===== src/rtl/control_corriente.sv =====
// Front-panel controller for the current-selection datapath: synchronises and
// debounces the up/down buttons and turns presses into single-cycle step commands
// with hold-to-repeat. Steps that would move I past the configured limits are
// suppressed.
`timescale 1ns/1ps
module control_corriente #(
    parameter int unsigned DEB_CYC = 4,    // must be >= 2
    parameter int unsigned REP_DLY = 20,
    parameter int unsigned REP_PER = 5,
    parameter int unsigned I_MIN   = 0,
    parameter int unsigned I_MAX   = 1000
) (
    input  logic       clk,
    input  logic       rst,
    input  logic [1:0] btn_raw,
    input  logic       en_sys,
    input  logic [9:0] I,
    output logic [1:0] botones,
    output logic       ENi,
    output logic       at_limit,
    output logic       busy
);

    localparam int unsigned DW   = (DEB_CYC > 2) ? $clog2(DEB_CYC) : 1;
    localparam int unsigned RMAX = (REP_DLY > REP_PER) ? REP_DLY : REP_PER;
    localparam int unsigned RW   = $clog2(RMAX + 1);

    localparam logic [DW-1:0] DEB_LAST = DW'(DEB_CYC - 1);
    localparam logic [DW-1:0] DEB_FIRE = DW'(DEB_CYC - 2);
    localparam logic [RW-1:0] REP_DLY_LD = RW'(REP_DLY - 1);
    localparam logic [RW-1:0] REP_PER_LD = RW'(REP_PER - 1);
    localparam logic [9:0]    L_I_MIN = 10'(I_MIN);
    localparam logic [9:0]    L_I_MAX = 10'(I_MAX);

    typedef enum logic [1:0] {StIdle, StPress, StHold, StRepeat} state_t;

    logic [1:0]    r_sync1, r_btn_s, r_cand, r_btn_d;
    logic [DW-1:0] r_deb_cnt;
    logic          w_same;

    state_t        r_state, w_state_nxt;
    logic [RW-1:0] r_rep_cnt, w_rep_nxt;
    logic [1:0]    r_dir, w_dir_nxt;
    logic [1:0]    r_botones, w_bot_nxt;
    logic          r_at_limit, w_lim_nxt;
    logic          r_eni;
    logic          w_valid, w_blocked, w_fire;

    // Two-flop synchroniser on each raw button bit
    always_ff @(posedge clk or negedge rst) begin
        if (!rst) begin
            r_sync1 <= 2'b00;
            r_btn_s <= 2'b00;
        end else begin
            r_sync1 <= btn_raw;
            r_btn_s <= r_sync1;
        end
    end

    assign w_same = (r_btn_s == r_cand);

    // Debounce: accept the candidate once it has been sampled DEB_CYC times in a row
    always_ff @(posedge clk or negedge rst) begin
        if (!rst) begin
            r_cand    <= 2'b00;
            r_deb_cnt <= DEB_LAST;
            r_btn_d   <= 2'b00;
        end else if (!w_same) begin
            r_cand    <= r_btn_s;
            r_deb_cnt <= '0;
        end else begin
            if (r_deb_cnt != DEB_LAST) begin
                r_deb_cnt <= r_deb_cnt + 1'b1;
            end
            if (r_deb_cnt == DEB_FIRE) begin
                r_btn_d <= r_cand;
            end
        end
    end

    assign w_valid   = (r_btn_d == 2'b10) || (r_btn_d == 2'b01);
    assign w_blocked = ((r_dir == 2'b10) && (I >= L_I_MAX)) ||
                       ((r_dir == 2'b01) && (I <= L_I_MIN));

    // FSM state, repeat counter and registered outputs
    always_ff @(posedge clk or negedge rst) begin
        if (!rst) begin
            r_state    <= StIdle;
            r_rep_cnt  <= '0;
            r_dir      <= 2'b00;
            r_botones  <= 2'b00;
            r_at_limit <= 1'b0;
            r_eni      <= 1'b0;
        end else begin
            r_state    <= w_state_nxt;
            r_rep_cnt  <= w_rep_nxt;
            r_dir      <= w_dir_nxt;
            r_botones  <= w_bot_nxt;
            r_at_limit <= w_lim_nxt;
            r_eni      <= en_sys;
        end
    end

    // Next-state logic: press, initial delay, periodic repeat, abort on change or disable
    always_comb begin
        w_state_nxt = r_state;
        w_rep_nxt   = r_rep_cnt;
        w_dir_nxt   = r_dir;
        w_bot_nxt   = 2'b00;
        w_lim_nxt   = r_at_limit;
        w_fire      = 1'b0;

        unique case (r_state)
            StIdle: begin
                w_lim_nxt = 1'b0;
                if (w_valid) begin
                    w_dir_nxt   = r_btn_d;
                    w_state_nxt = StPress;
                end
            end
            StPress: begin
                w_fire      = 1'b1;
                w_rep_nxt   = REP_DLY_LD;
                w_state_nxt = StHold;
            end
            StHold: begin
                if (r_rep_cnt == '0) begin
                    w_fire      = 1'b1;
                    w_rep_nxt   = REP_PER_LD;
                    w_state_nxt = StRepeat;
                end else begin
                    w_rep_nxt = r_rep_cnt - 1'b1;
                end
            end
            StRepeat: begin
                if (r_rep_cnt == '0) begin
                    w_fire    = 1'b1;
                    w_rep_nxt = REP_PER_LD;
                end else begin
                    w_rep_nxt = r_rep_cnt - 1'b1;
                end
            end
            default: w_state_nxt = StIdle;
        endcase

        // Suppressed steps keep the repeat schedule running but raise at_limit
        if (w_fire) begin
            if (w_blocked) begin
                w_lim_nxt = 1'b1;
            end else begin
                w_bot_nxt = r_dir;
                w_lim_nxt = 1'b0;
            end
        end

        // Any change of the debounced buttons ends the press with no step this cycle
        if ((r_state != StIdle) && (r_btn_d != r_dir)) begin
            w_state_nxt = StIdle;
            w_bot_nxt   = 2'b00;
            w_lim_nxt   = 1'b0;
        end

        if (!en_sys) begin
            w_state_nxt = StIdle;
            w_bot_nxt   = 2'b00;
            w_lim_nxt   = 1'b0;
        end
    end

    assign botones  = r_botones;
    assign ENi      = r_eni;
    assign at_limit = r_at_limit;
    assign busy     = (r_state != StIdle);

endmodule


===== config.mk =====
export PLATFORM = sky130hd
export DESIGN_NAME = control_corriente
export DESIGN_NICKNAME = d
export VERILOG_FILES = /design/src/rtl/control_corriente.sv
export SDC_FILE = /design/constraint.sdc
export NUM_CORES = 1
export LEC_CHECK = 0
export CORE_MARGIN = 8
export CORE_UTILIZATION = 25
export DETAILED_ROUTE_END_ITERATION = 12
export GPL_TIMING_DRIVEN = 0
export SKIP_LAST_GASP = 1
export SLEW_MARGIN = 5
export SYNTH_ARGS = -nofsm -noshare
export SYNTH_HDL_FRONTEND = slang
export SYNTH_SLANG_ARGS = --single-unit
export TNS_END_PERCENT = 100

===== constraint.sdc =====
create_clock -name clk -period 1.8 [get_ports clk]
set_input_delay 0.27 -clock clk [delete_from_list [all_inputs] [get_ports clk]]
set_output_delay 0.27 -clock clk [all_outputs]
set_load 0.05 [all_outputs]

# Word level (Yosys, flattened, before mapping)

Index checks and enable logic that the tools add are counted.
W data, S select, Z words.

Register bits after elaboration: 23
Output and inout bits: 5
Logic and storage cells: 64

Add/subtract/negate cells: 2
$lt $le $gt $ge: 2
Eq/ne operators: 16
Multiplexer cells: 20
Reductions and logical operators: 13

Operator list:

| operator               | count |
|---|---|
| $mux W2                | 10 |
| $eq A2 B2 Y1 const B   | 5 |
| $ge A10 B10 Y1 const B | 1 |
| $le A10 B1 Y1 const B  | 1 |
| $pmux W5 S2            | 1 |
| $ne A4 B4 Y1 const B   | 2 |
| $eq A2 B1 Y1 const B   | 3 |
| $mux W1                | 6 |
| $pmux W2 S3            | 1 |
| $logic_not A5 Y1       | 1 |
| $mux W5                | 1 |
| $ne A5 B1 Y1 const B   | 1 |
| $sub A5 B1 Y5 const B  | 1 |
| $ne A4 B1 Y1 const B   | 1 |
| $reduce_and A2 Y1      | 2 |
| $reduce_bool A2 Y1     | 2 |
| $logic_and A1 B1 Y1    | 3 |
| $reduce_and A3 Y1      | 1 |
| $add A2 B1 Y2 const B  | 1 |
| $eq A2 B2 Y1           | 1 |
| $logic_not A2 Y1       | 1 |
| $logic_or A1 B1 Y1     | 2 |
| $ne A2 B1 Y1 const B   | 1 |
| $ne A2 B2 Y1           | 1 |
| 3 further kinds        | 3 |

# Logic depth before layout (Yosys ltp)

Gate-level depths: netlist (run 1).

Word-level depth: 7
Depth in mapped cells: 8

# Worst setup path before layout (run 1)

Ideal clock, no wire load.

Path type: reg-to-reg
From: register r_state[1]
To: register r_state[0]
Library setup time: 0.123 ns
Arrival: 1.559 ns
Data required time: 1.677 ns
Slack: 0.118 ns
Cell stages (with the launch flop): 9
Path buffers: 1
Path through: dfrtp_1 -> inv_1 -> ha_1 -> buf_2 -> nor3_1 -> a32oi_2 -> o21ai_2 -> a21oi_2 -> o221a_1

Longest elaborated chain between the ends: 4
Elaborated cells on any way between the ends: 12
Classes of those cells: 5 x eq/ne; 3 x mux; 4 x reduce/logical

Ends and longest elaborated chain:

| item                                               | RTL line | text |
|---|---|---|
| start: declaration                                 | 41       | `state_t r_state, w_state_nxt;` |
| start signal: assignment                           | 88       | `r_state <= StIdle;` |
| start signal: assignment                           | 95       | `r_state <= w_state_nxt;` |
| $eq A2 B2 Y1, or another cell as far along         | 113      | `unique case (r_state)` |
| $pmux W2 S3 or $logic_and A1 B1 Y1 (tied branches) | 113, 157 |  |
| $mux W2, or another cell as far along              | 157      | `if ((r_state != StIdle) && (r_btn_d != r_dir)) begin` |
| $mux W2 or $reduce_and A3 Y1 (tied branches)       | --       |  |

Parallel ways exist; a longest one is shown, timed or not.
A chain may end at the register's enable or synchronous reset.

# Final worst setup path (run 1)

From: register r_at_limit, in the netlist at_limit
To: output at_limit

RTL lines:

| item                     | RTL line | text |
|---|---|---|
| start: declaration       | 45       | `logic r_at_limit, w_lim_nxt;` |
| start signal: assignment | 99       | `r_at_limit <= w_lim_nxt;` |
| end: declaration         | 20       | `output logic at_limit,` |

No word-level cell between the ends.

==> impl_metrics.csv, run 1 <==
group,metric,value,unit
finish,final.fill_count,468,
clock_tree,h-tree-depth,1,
sta,final_hold_viol_count,0,
clock_tree,tritoncts,"built",
global_route,grt_pass1_vias,912,
floorplanning,floorplan.die.height,85.5,µm
worst_setup_path,slowest_delay,820,ps
placement,i_o_buffers,19,
global_route,groute.usage.overall,0.0659,
finish,fin_nets,168,
synthesis,syn-num-nets,141,
worst_setup_path,crit_required,1530,ps
route,detail_route.iter0.violations,36,
sta,whs,359,ps
power_and_ir_drop,leakage,0.653,nW
synthesis,synth_sequential_area_ratio,0.478,
worst_setup_path,timing.critical_path.cells,"clkdlybuf4s50_1",
clock_tree,cts_inserted_buffers,3,
worst_setup_path,critical_path_peak_fanout,2,
sta,period_minus_slack,1710,ps
worst_setup_path,critPathBufInv,1,
floorplanning,num_io_pins,20,
placement,dp_hpwl,1.69,mm
sta,final-max-slew-violation-count,0,
worst_setup_path,worstSetupEndpointType,"output pin",
floorplanning,die-area,0.00732,mm²
global_route,antenna_found_initial,0,
sta,rsz0062_at_grt,"false",
synthesis,netlist_area,0.00121,mm²
synthesis,synthesis.area_per_instance,10.3,µm²
worst_setup_path,setup.worst_path.class,"reg2out",
power_and_ir_drop,power.ir.vdd_worst,0.000697,V
finish,final_layout_size_suffix_gt1_frac,0.147,
worst_setup_path,cpLargestDelayFamily,"buffers and inverters",
sta,skew,2.23,ps
finish,num_antenna_cells,0,
synthesis,syn_inst,117,
job,drv_cap,0,
route,routed_wirelength,2.20,mm
outcome,run_status,"finished, final reports clean",
worst_setup_path,critical_path_data_arrival_time,1440,ps
worst_setup_path,r2r_end,"r_state[0]",
synthesis,yosys_register_bits,23,
global_route,pin_count_of_the_biggest_net_entering_global_routing,24,
hold_path,worst_hold_path_type,"reg2reg",
clock_tree,cts_root_buf,"sky130_fd_sc_hd__clkbuf_8",
worst_setup_path,crit_path_top_delay_cell,"sky130_fd_sc_hd__clkdlybuf4s50_1",
finish,layout-area-overhead-vs-synth,28.0,%
route,avgRoutedWirePerCell,11.2,µm
synthesis,ys_warn_count,0,
floorplanning,die-width,85.5,µm
sta,layout_worst_path_cycle_share,0.948,
route,antenna_left,0,
sta,fmax,586,MHz
route,dr_total_vias,876,
synthesis,count_of_cell_types_in_the_netlist,32,
floorplanning,fp-row-count,25,
global_route,grt_overflow_total,0,
finish,seq_area,579,µm²
route,drt_pass1_iterations,2,
worst_setup_path,timing.rr.start,"r_state[0]",
sta,worst_margin_pin_slew,991,ps
clock_tree,worst_setup_hold_path_clk_slew,80,ps
worst_setup_path,r2r.worst_path.cells,8,
power_and_ir_drop,power,1.89,mW
route,drc,0,
sta,finalSetupViolCount,0,
clock_tree,clockBufferDepth,2,
finish,area_of_combinational_cells_with_multiple_inputs,591,µm²
clock_tree,numClockSinks,23,
floorplanning,design.core.area,0.00469,mm²
route,avgViaCountPerCell,4.45,
power_and_ir_drop,cellPowerDensity,1220,mW/mm²
worst_setup_path,worstSetupStartpoint,"at_limit",
clock_tree,clk_latency,260,ps
sta,timing.max_slew.rel_slack,0.338,
worst_setup_path,minimum_setup_slack_among_reg_to_reg_paths,120,ps
placement,routability_congestion,0.770,
floorplanning,effective_utilization_at_floorplan,0.258,
worst_setup_path,critical_path_cell_count,1,
worst_setup_path,critPathLaunchType,"flop",
worst_setup_path,worstSetupEndpoint,"at_limit",
sta,fin_setup_tns,0,ps
global_route,global_route_wire_length_before_repair,3.98,mm
[synth_stat cells]
library cell	count	area, µm²
sky130_fd_sc_hd__a21boi_1	1	7.51
sky130_fd_sc_hd__a21oi_1	9	45.0
sky130_fd_sc_hd__a21oi_2	2	17.5
sky130_fd_sc_hd__a31oi_1	1	6.26
sky130_fd_sc_hd__a32oi_2	1	16.3
sky130_fd_sc_hd__and3b_1	1	8.76
sky130_fd_sc_hd__and4_1	2	17.5
sky130_fd_sc_hd__and4b_1	1	10.0
sky130_fd_sc_hd__buf_2	2	10.0
sky130_fd_sc_hd__clkbuf_1	3	11.3
sky130_fd_sc_hd__dfrtp_1	21	526
sky130_fd_sc_hd__dfstp_2	2	52.6
sky130_fd_sc_hd__ha_1	9	113
sky130_fd_sc_hd__inv_1	8	30.0
sky130_fd_sc_hd__mux2_2	2	22.5
sky130_fd_sc_hd__mux2i_1	1	10.0
sky130_fd_sc_hd__nand2_1	7	26.3
sky130_fd_sc_hd__nand2b_1	1	6.26
sky130_fd_sc_hd__nand3_1	2	10.0
sky130_fd_sc_hd__nand4b_1	2	17.5
sky130_fd_sc_hd__nor2_1	13	48.8
sky130_fd_sc_hd__nor3_1	6	30.0
sky130_fd_sc_hd__nor4_1	2	12.5
sky130_fd_sc_hd__nor4b_4	1	23.8
sky130_fd_sc_hd__o21ai_0	7	35.0
sky130_fd_sc_hd__o21ai_2	1	8.76
sky130_fd_sc_hd__o221a_1	1	11.3
sky130_fd_sc_hd__o22a_1	1	8.76
sky130_fd_sc_hd__o22ai_1	1	6.26
sky130_fd_sc_hd__xnor2_1	4	35.0
sky130_fd_sc_hd__xnor2_2	1	16.3
sky130_fd_sc_hd__xor2_1	1	8.76
[worst min path at each step]
stage | start | to | slack, ps | depth (start not counted)
4_1_cts | r_sync1[0] | r_btn_s[0] | 360 | 0
3_5_place_dp | r_sync1[0] | r_btn_s[0] | 340 | 0
6_report | r_sync1[0] | r_btn_s[0] | 360 | 0
3_3_place_gp | r_sync1[1] | r_btn_s[1] | 330 | 0
5_1_grt | r_sync1[0] | r_btn_s[0] | 370 | 0
2_1_floorplan | rst | ENi | -30 | 0
[through the flow]
step | util | setup slack (ps) | instances | area (µm²)
5_1_grt | 0.330 | 3.17 | 197 | 1550
6_report | 0.330 | 93.9 | 197 | 1550
3_3_place_gp | 0.313 | -305 | 190 | 1470
2_1_floorplan | - | 118 | 117 | 1210
3_5_place_dp | 0.313 | -310 | 190 | 1470
4_1_cts | 0.322 | -2.42 | 194 | 1510
[registers in the layout, indices dropped and copies added, names as in the netlist, 2 cells and up]
name       count
r_state        2
r_btn_d        2
r_btn_s        2
r_cand         2
r_rep_cnt      5
r_sync1        2
botones        2
r_deb_cnt      2
r_dir          2
[where the power goes]
part           internal (mW)  switching (mW)  total (mW)
sequential             0.607          0.0772       0.684
clock                  0.158           0.154       0.312
combinational          0.368           0.524       0.892
total                   1.13           0.756        1.89
[placed cells by master (no fill, tap or decap), drive strengths merged]
master          n
a21boi          1
and3b           1
a21oi          11
o21ai           8
nand2           7
nand3           2
o221a           1
mux2            2
xor2            1
xnor2           5
clkdlybuf4s50  18
dfrtp          21
and4            2
inv             8
nand4b          2
dfstp           2
nor3            6
clkbuf          9
nor4            2
o22ai           1
mux2i           1
a31oi           1
a32oi           1
ha              9
nor2           13
and4b           1
o22a            1
nor4b           1
nand2b          1
buf             4
[metal layers]
layer  track usage  routed length, µm  up-vias
met5             0                  0        -
met4        0.0191                 16        0
met3        0.0210                 68        2
met2         0.106               1020       10
met1        0.0817               1090      401
li1              -                  -      463
[cells by family after synthesis]
logic type               count (synthesis)  synth area share
AND/OR/NAND/NOR                         38             0.175
AO/OA/AOI/OAI                           25             0.135
flip-flops                              23             0.478
buffers and inverters                   13            0.0424
adder cells (fa/ha/maj)                  9            0.0932
XOR/XNOR                                 6            0.0497
multiplexers                             3            0.0269
[repair_timing]
item,in CTS,in global routing
hold buffers,0,0
buffers inserted,0,3
resized for setup,7,3
endpoints found under the setup margin,2,5
[area by class of cell]
| class | count | area share |
|---|---|---|
| Inverter | 8 | 0.0194 |
| Clock buffer | 4 | 0.0291 |
| Buffer | 5 | 0.0154 |
| Timing Repair Buffer | 22 | 0.136 |
| Multi-Input combinational cell | 81 | 0.382 |
| Sequential cell | 23 | 0.375 |
| Tap cell | 54 | 0.0437 |
Power figures use the tool's default switching activity.
==> run 2, diff against run 1 <==
CTS_CLUSTER_DIAMETER = 150   (was not set)
==> results of run 2 <==
The final DEF is identical to that of run 1; final timing and power are the same.
